`src/rtl/fetch_queue_pkg.sv`:
```
// rtl/fetch_queue_pkg.sv - shared constants and types for the instruction prefetch unit
// Purpose: FSM state encodings, the NOOP word, the default reset PC and the
//          FIFO entry layout used by fetch_queue and its FIFO.
// Ports:   none (package).
package fetch_queue_pkg;

    localparam logic [1:0] ST_IDLE    = 2'd0;
    localparam logic [1:0] ST_REQ     = 2'd1;
    localparam logic [1:0] ST_DISCARD = 2'd2;

    // sll $0,$0,0 - shown on instr whenever the queue is empty
    localparam logic [31:0] NOOP             = 32'h0000_0000;
    localparam logic [31:0] DEFAULT_RESET_PC = 32'h0000_0000;

    typedef struct packed {
        logic [31:0] pc;
        logic [31:0] instr;
    } fetch_entry_t;

endpackage

```
`src/rtl/fetch_queue_if.sv`:
```
// rtl/fetch_queue_if.sv - memory and decode handshake bundle of the prefetch unit
// Purpose: groups the instruction-memory req/ack bus, the decode valid/ready
//          bus and the redirect input.
// Ports:   master = fetch unit side, slave = memory/decode/branch side.
interface fetch_queue_if;

    logic        mem_req;
    logic [31:0] mem_addr;
    logic        mem_ack;
    logic [31:0] mem_rdata;
    logic        instr_valid;
    logic [31:0] instr;
    logic [31:0] instr_pc;
    logic        instr_ready;
    logic        redirect;
    logic [31:0] redirect_pc;

    modport master (
        output mem_req, mem_addr, instr_valid, instr, instr_pc,
        input  mem_ack, mem_rdata, instr_ready, redirect, redirect_pc
    );

    modport slave (
        input  mem_req, mem_addr, instr_valid, instr, instr_pc,
        output mem_ack, mem_rdata, instr_ready, redirect, redirect_pc
    );

endinterface

```
`src/rtl/fetch_queue_fifo.sv`:
```
// rtl/fetch_queue_fifo.sv - DEPTH-entry {pc, instr} FIFO for the prefetch unit
// Purpose: buffers fetched words with their PCs; flush clears it in one cycle.
// Ports:   clk, rst (async active-low); push_i/push_data_i write; pop_i reads;
//          flush_i empties (overrides same-cycle push/pop); head_o, count_o,
//          empty_o, full_o status.
module fetch_queue_fifo
    import fetch_queue_pkg::*;
#(
    parameter int DEPTH = 4
) (
    input  logic                     clk,
    input  logic                     rst,
    input  logic                     push_i,
    input  fetch_entry_t             push_data_i,
    input  logic                     pop_i,
    input  logic                     flush_i,
    output fetch_entry_t             head_o,
    output logic [$clog2(DEPTH):0]   count_o,
    output logic                     empty_o,
    output logic                     full_o
);

    localparam int AW = $clog2(DEPTH);
    localparam int CW = AW + 1;

    fetch_entry_t   mem_q [DEPTH];
    logic [AW-1:0]  wr_ptr_q;
    logic [AW-1:0]  rd_ptr_q;
    logic [CW-1:0]  count_q;

    // Power-of-two depth: pointers wrap by natural overflow.
    always_ff @(posedge clk or negedge rst) begin
        if (!rst) begin
            wr_ptr_q <= '0;
            rd_ptr_q <= '0;
            count_q  <= '0;
        end else if (flush_i) begin
            wr_ptr_q <= '0;
            rd_ptr_q <= '0;
            count_q  <= '0;
        end else begin
            if (push_i) wr_ptr_q <= wr_ptr_q + 1'b1;
            if (pop_i)  rd_ptr_q <= rd_ptr_q + 1'b1;
            count_q <= count_q + CW'(push_i) - CW'(pop_i);
        end
    end

    always_ff @(posedge clk) begin
        if (push_i && !flush_i) mem_q[wr_ptr_q] <= push_data_i;
    end

    assign head_o  = mem_q[rd_ptr_q];
    assign count_o = count_q;
    assign empty_o = (count_q == '0);
    assign full_o  = (count_q == CW'(DEPTH));

endmodule

```
`src/rtl/fetch_queue.sv`:
```
// rtl/fetch_queue.sv - instruction prefetch unit between I-memory and decode
// Purpose: owns the fetch PC, issues sequential word fetches over req/ack,
//          buffers returned words in a FIFO drained by decode, and restarts
//          on redirect.
// Ports:   clk, rst (async active-low); bus (fetch_queue_if.master) carries
//          mem_req/mem_addr/mem_ack/mem_rdata, instr_valid/instr/instr_pc/
//          instr_ready and redirect/redirect_pc.
module fetch_queue
    import fetch_queue_pkg::*;
#(
    parameter int          DEPTH    = 4,
    parameter logic [31:0] RESET_PC = DEFAULT_RESET_PC
) (
    input  logic          clk,
    input  logic          rst,
    fetch_queue_if.master bus
);

    localparam int             CW   = $clog2(DEPTH) + 1;
    localparam logic [CW-1:0]  LAST = CW'(DEPTH - 1);

    logic [1:0]    state_q, state_d;
    logic [31:0]   fetch_pc_q, fetch_pc_d;
    logic [31:0]   req_addr_q;
    logic          push, pop;
    fetch_entry_t  push_data, head;
    logic [CW-1:0] count;
    logic          empty, full;
    logic          unused_rpc_bits;

    assign unused_rpc_bits = ^bus.redirect_pc[1:0];
    assign pop             = !empty && bus.instr_ready;
    assign push_data       = '{pc: req_addr_q, instr: bus.mem_rdata};

    fetch_queue_fifo #(.DEPTH(DEPTH)) u_fifo (
        .clk         (clk),
        .rst         (rst),
        .push_i      (push),
        .push_data_i (push_data),
        .pop_i       (pop),
        .flush_i     (bus.redirect),
        .head_o      (head),
        .count_o     (count),
        .empty_o     (empty),
        .full_o      (full)
    );

    always_comb begin
        state_d    = state_q;
        fetch_pc_d = fetch_pc_q;
        push       = 1'b0;
        case (state_q)
            ST_IDLE: begin
                if (!full) state_d = ST_REQ;
            end
            ST_REQ: begin
                if (bus.mem_ack) begin
                    push       = 1'b1;
                    fetch_pc_d = fetch_pc_q + 32'd4;
                    // Issue the next request only if a slot stays free after this push.
                    state_d    = (pop || count < LAST) ? ST_REQ : ST_IDLE;
                end
            end
            ST_DISCARD: begin
                // fetch_pc_q already holds the redirect target; drop the stale word.
                if (bus.mem_ack) state_d = (pop || !full) ? ST_REQ : ST_IDLE;
            end
            default: state_d = ST_IDLE;
        endcase
        if (bus.redirect) begin
            push       = 1'b0;
            fetch_pc_d = {bus.redirect_pc[31:2], 2'b00};
            // An issued request cannot be withdrawn: wait out its ack in DISCARD.
            state_d    = (state_q != ST_IDLE && !bus.mem_ack) ? ST_DISCARD : ST_REQ;
        end
    end

    always_ff @(posedge clk or negedge rst) begin
        if (!rst) begin
            state_q    <= ST_IDLE;
            fetch_pc_q <= RESET_PC;
            req_addr_q <= RESET_PC;
        end else begin
            state_q    <= state_d;
            fetch_pc_q <= fetch_pc_d;
            // Keep the stale address on the bus while discarding.
            if (state_d != ST_DISCARD) req_addr_q <= fetch_pc_d;
        end
    end

    assign bus.mem_req     = (state_q != ST_IDLE);
    assign bus.mem_addr    = req_addr_q;
    assign bus.instr_valid = !empty;
    assign bus.instr       = empty ? NOOP  : head.instr;
    assign bus.instr_pc    = empty ? 32'h0 : head.pc;

endmodule

```
`src/flat_wrapper.sv`:
```
// flat-port wrapper written by rule: the top's interface ports become plain ports
module fetch_queue_flat import fetch_queue_pkg::*;
#(
    parameter int          DEPTH    = 4,
    parameter logic [31:0] RESET_PC = DEFAULT_RESET_PC
)
  (clk, rst, bus_mem_req, bus_mem_addr, bus_instr_valid, bus_instr, bus_instr_pc, bus_mem_ack, bus_mem_rdata, bus_instr_ready, bus_redirect, bus_redirect_pc);
  fetch_queue_if bus_i ();
  input  logic clk;
  input  logic rst;
  output wire logic [$bits(bus_i.mem_req)-1:0] bus_mem_req;
  output wire logic [$bits(bus_i.mem_addr)-1:0] bus_mem_addr;
  output wire logic [$bits(bus_i.instr_valid)-1:0] bus_instr_valid;
  output wire logic [$bits(bus_i.instr)-1:0] bus_instr;
  output wire logic [$bits(bus_i.instr_pc)-1:0] bus_instr_pc;
  input wire logic [$bits(bus_i.mem_ack)-1:0] bus_mem_ack;
  input wire logic [$bits(bus_i.mem_rdata)-1:0] bus_mem_rdata;
  input wire logic [$bits(bus_i.instr_ready)-1:0] bus_instr_ready;
  input wire logic [$bits(bus_i.redirect)-1:0] bus_redirect;
  input wire logic [$bits(bus_i.redirect_pc)-1:0] bus_redirect_pc;
  assign bus_mem_req = bus_i.mem_req;
  assign bus_mem_addr = bus_i.mem_addr;
  assign bus_instr_valid = bus_i.instr_valid;
  assign bus_instr = bus_i.instr;
  assign bus_instr_pc = bus_i.instr_pc;
  assign bus_i.mem_ack = bus_mem_ack;
  assign bus_i.mem_rdata = bus_mem_rdata;
  assign bus_i.instr_ready = bus_instr_ready;
  assign bus_i.redirect = bus_redirect;
  assign bus_i.redirect_pc = bus_redirect_pc;
  fetch_queue #(.DEPTH(DEPTH), .RESET_PC(RESET_PC)) u_core (.clk(clk), .rst(rst), .bus(bus_i));
endmodule
```
`config.mk`:
```
export PLATFORM = sky130hd
export DESIGN_NAME = fetch_queue_flat
export DESIGN_NICKNAME = d
export VERILOG_FILES = /design/src/rtl/fetch_queue_pkg.sv /design/src/rtl/fetch_queue_if.sv /design/src/rtl/fetch_queue_fifo.sv /design/src/rtl/fetch_queue.sv /design/src/flat_wrapper.sv
export SDC_FILE = /design/constraint.sdc
export NUM_CORES = 1
export LEC_CHECK = 0
export BUFFER_PORTS_ARGS = -buffer_cell sky130_fd_sc_hd__buf_2
export CAP_MARGIN = 20
export CORE_MARGIN = 2
export CORE_UTILIZATION = 45
export CTS_BUF_LIST = sky130_fd_sc_hd__clkbuf_16
export DETAILED_ROUTE_END_ITERATION = 6
export GPL_TIMING_DRIVEN = 0
export PLACE_DENSITY = 0.78
export SYNTH_ARGS = -nofsm -noshare
export SYNTH_HDL_FRONTEND = slang
export SYNTH_SLANG_ARGS = --single-unit
export TNS_END_PERCENT = 100
```
`constraint.sdc`:
```
create_clock -name clk -period 3 [get_ports clk]
set_input_delay 0.6 -clock clk [delete_from_list [all_inputs] [get_ports clk]]
set_output_delay 0.6 -clock clk [all_outputs]
set_load 0.03 [all_outputs]
```
==> impl_metrics.csv <==
group,metric,value,unit
status,status,"finished clean",
global_routing,antenna_found_initial,0,
worst_setup_path,crit-reg2reg-launch,"u_core.state_q[1]",
cts,htreeDepth,2,
cts,root_buffer,"clkbuf_16",
synth,synthArstFlopShare,22.2,%
power,vdd_drop_max,0.429,mV
synth,synth-seq-cells,329,
route,vias_per_cell,5.44,
synth,syn_nets,854,
sta,min_period,2.86,ns
synth,yosysSeqAreaShare,71.7,%
worst_setup_path,max_stage_delay,0.54,ns
die,io_pins,167,
worst_setup_path,worstReg2RegEnd,"u_core.bus.mem_addr[29]",
layout,n_antenna_cell,0,
worst_setup_path,path_cells,"buf_4 > buf_4 > mux4_2 > and2_1 > buf_2",
power,power,14200,uW
cts,clkTransAtPathRegs,0.06,ns
cts,holdBufCountCts,0,
sta,fin_hold_ws,0.0785,ns
global_routing,grt_max_degree,74,
route,vias,7571,
worst_setup_path,rrSetupSlack,0.65,ns
sta,max_freq,349,MHz
power,power.density,891,nW/um^2
synth,yosys-top-cells-count,"256 x edfxtp_1, 73 x dfrtp_1, 64 x and2_1, 64 x mux4_2, 56 x nand2_1",
global_routing,grt_pass1_wl,44600,microns
route,drt-total-wl,28600,microns
cts,cts_setup_buffers,0,
cts,clkSinkCount,329,
worst_setup_path,rr_worst_depth,5,
sta,hold_viol_final,0,
route,drcViolationCount,0,
worst_setup_path,worstPathRequired,2.40,ns
power,leakage,0.00579,uW
place,pre_cts_ws,0.146,ns
layout,nNetsFinal,1059,
place,place_congestion,0.847,
hold_path,hold_path.class,"in2async",
route,final_antenna_net_count,0,
cts,clock_latency,0.50,ns
sta,worst_pin_slew,0.963,ns
sta,rsz0062_at_grt,"true",
synth,avgSynthCellArea,17.1,sq um
synth,ys_types,45,
worst_setup_path,cp.arrival,2.26,ns
die,start_util,46.0,%
worst_setup_path,cp_max_fo,10,
sta,fin_skew,0.0173,ns
worst_setup_path,endpoint,"bus_instr[16]",
worst_setup_path,worstSetupPathType,"reg2out",
die,rows,62,
cts,cts.path.max_buffers,3,
layout,multi_input_area,3560,sq um
route,wl_per_cell,20.6,microns
synth,synth_area,13300,sq um
place,hpwl,18500,microns
worst_setup_path,startpoint,"u_core.u_fifo.rd_ptr_q[0]",
worst_setup_path,start_kind,"register",
worst_setup_path,endpoint_kind,"primary output",
layout,area_delta_synth_final,20.1,%
worst_setup_path,crit_slowest_cell,"mux4_2",
layout,utilization,55.2,%
synth,yosysWarnings,0,
worst_setup_path,crit_family,"buffers and inverters",
synth,synth.area.top_cells,"edfxtp_1 58%, dfrtp_1 14%, mux4_2 11%, and2_1 3.0%, nand2_1 1.6%",
die,core-area,28900,sq um
worst_setup_path,cp.depth,5,
layout,seq_area,9510,sq um
cts,cts_buffers,36,
route,drtIter0Drc,588,
synth,synth_top_cell_by_area,"edfxtp_1",
sta,slew_headroom,35.3,%
layout,nFillCells,2306,
synth,synth_top_area_share,58.0,%
worst_setup_path,cp_num_buf_inv,3,
global_routing,grt_pass1_vias,7946,
global_routing,track_usage,18.9,%
synth,synthFlopType,"edfxtp_1",
synth,synth_edf_count,256,
cts,cts_tree,"yes",
synth,syn_inst,777,
layout,final_layout_size_suffix_gt1_share,32.4,%
sta,period_share,95.4,%
route,firstDrtPassIters,7,
synth,yosysMostFrequentCell,"edfxtp_1",
global_routing,grt-ovfl-total,0,
sta,setup_viol,0,
die,dieArea,30900,sq um
worst_setup_path,worst_path_most_repeated_cell,"buf_4",
sta,slew_viol_final,0,
die,die_w,176,microns
sta,worst_slack,0.137,ns
place,portBuffers,162,
run,drv_cap,0,
die,die_height,176,microns
## through the flow
| step | cells | TNS (ns) | cell area (sq um) |
|---|---|---|---|
| global route | 1392 | -0.120 | 15900 |
| global placement | 1323 | -77.83 | 14600 |
| floorplan | 777 | 0 | 13300 |
| CTS | 1392 | 0 | 15900 |
| detailed placement | 1328 | 0 | 14700 |
| finish | 1392 | 0 | 15900 |
## power breakdown
part	internal [uW]	switching, uW
sequential	5280	254
clock	2660	1710
combinational	1560	2720
## worst min-delay path by stage
| stage | startpoint | end | depth (start not counted) |
|---|---|---|---|
| 2_1_floorplan | rst | u_core.bus.mem_addr[0] | 0 |
| 3_3_place_gp | u_core.fetch_pc_q[0] | u_core.fetch_pc_q[0] | 1 |
| 3_5_place_dp | u_core.fetch_pc_q[0] | u_core.fetch_pc_q[0] | 1 |
| 4_1_cts | rst | u_core.fetch_pc_q[22] | 2 |
| 5_1_grt | rst | u_core.bus.mem_addr[22] | 2 |
| 6_report | rst | u_core.bus.mem_addr[22] | 2 |
## registers in the layout, summed over array words and instances (netlist names)
| register | count |
|---|---|
| u_core.u_fifo.mem_q | 256 |
| u_core.bus.mem_addr | 32 |
| u_core.u_fifo.wr_ptr_q | 2 |
| u_core.state_q | 2 |
| u_core.u_fifo.rd_ptr_q | 2 |
| u_core.u_fifo.count_o | 3 |
| u_core.fetch_pc_q | 32 |
## cells by family after synthesis
logic type	after synthesis	share of synthesized area, %
simple gates	223	8.94
mux	79	12.1
flops	329	71.7
buf+inv	52	1.63
xor+xnor	31	2.05
fa+ha+maj	8	0.811
compound gates	55	2.73
## area by class of cell
type                            count  share of cell area (%)
Buffer                             41                    1.30
Clock buffer                       37                    5.81
Clock inverter                     27                    1.57
Inverter                           11                   0.259
Multi-Input combinational cell    396                    22.3
Sequential cell                   329                    59.7
Tap cell                          384                    3.02
Timing Repair Buffer              167                    5.97
## cells in the final DEF (no fill, tap or decap), drive strengths merged, types with 3 or more instances in the layout
cell    instances
nand2          56
bufinv          5
clkinv         17
and3           11
clkbuf         66
and2           64
o21ai          11
dfrtp          73
ha              7
nand4          10
a21oi          20
buf           179
inv            15
o31ai           4
xor2           13
edfxtp        256
nor2           40
xnor2          18
and4            3
o221ai         15
nor4            7
nor3           11
mux2           13
nand3          12
mux4           64
nor2b           3
## per-layer routing
layer | global-route usage, % | up-vias | routed length, microns
met5 | 0 | - | 0
met4 | 4.82 | 0 | 530
met3 | 3.31 | 46 | 1500
met2 | 31.4 | 225 | 14100
met1 | 26.1 | 3901 | 12500
li1 | - | 3399 | -
## what timing repair did
action	CTS	global route
endpoints found under the hold margin	0	0
resized for setup	19	6
pin swaps	0	0
gates cloned	0	0
endpoints found under the setup margin	59	37
(Power assumes the default switching activity.)
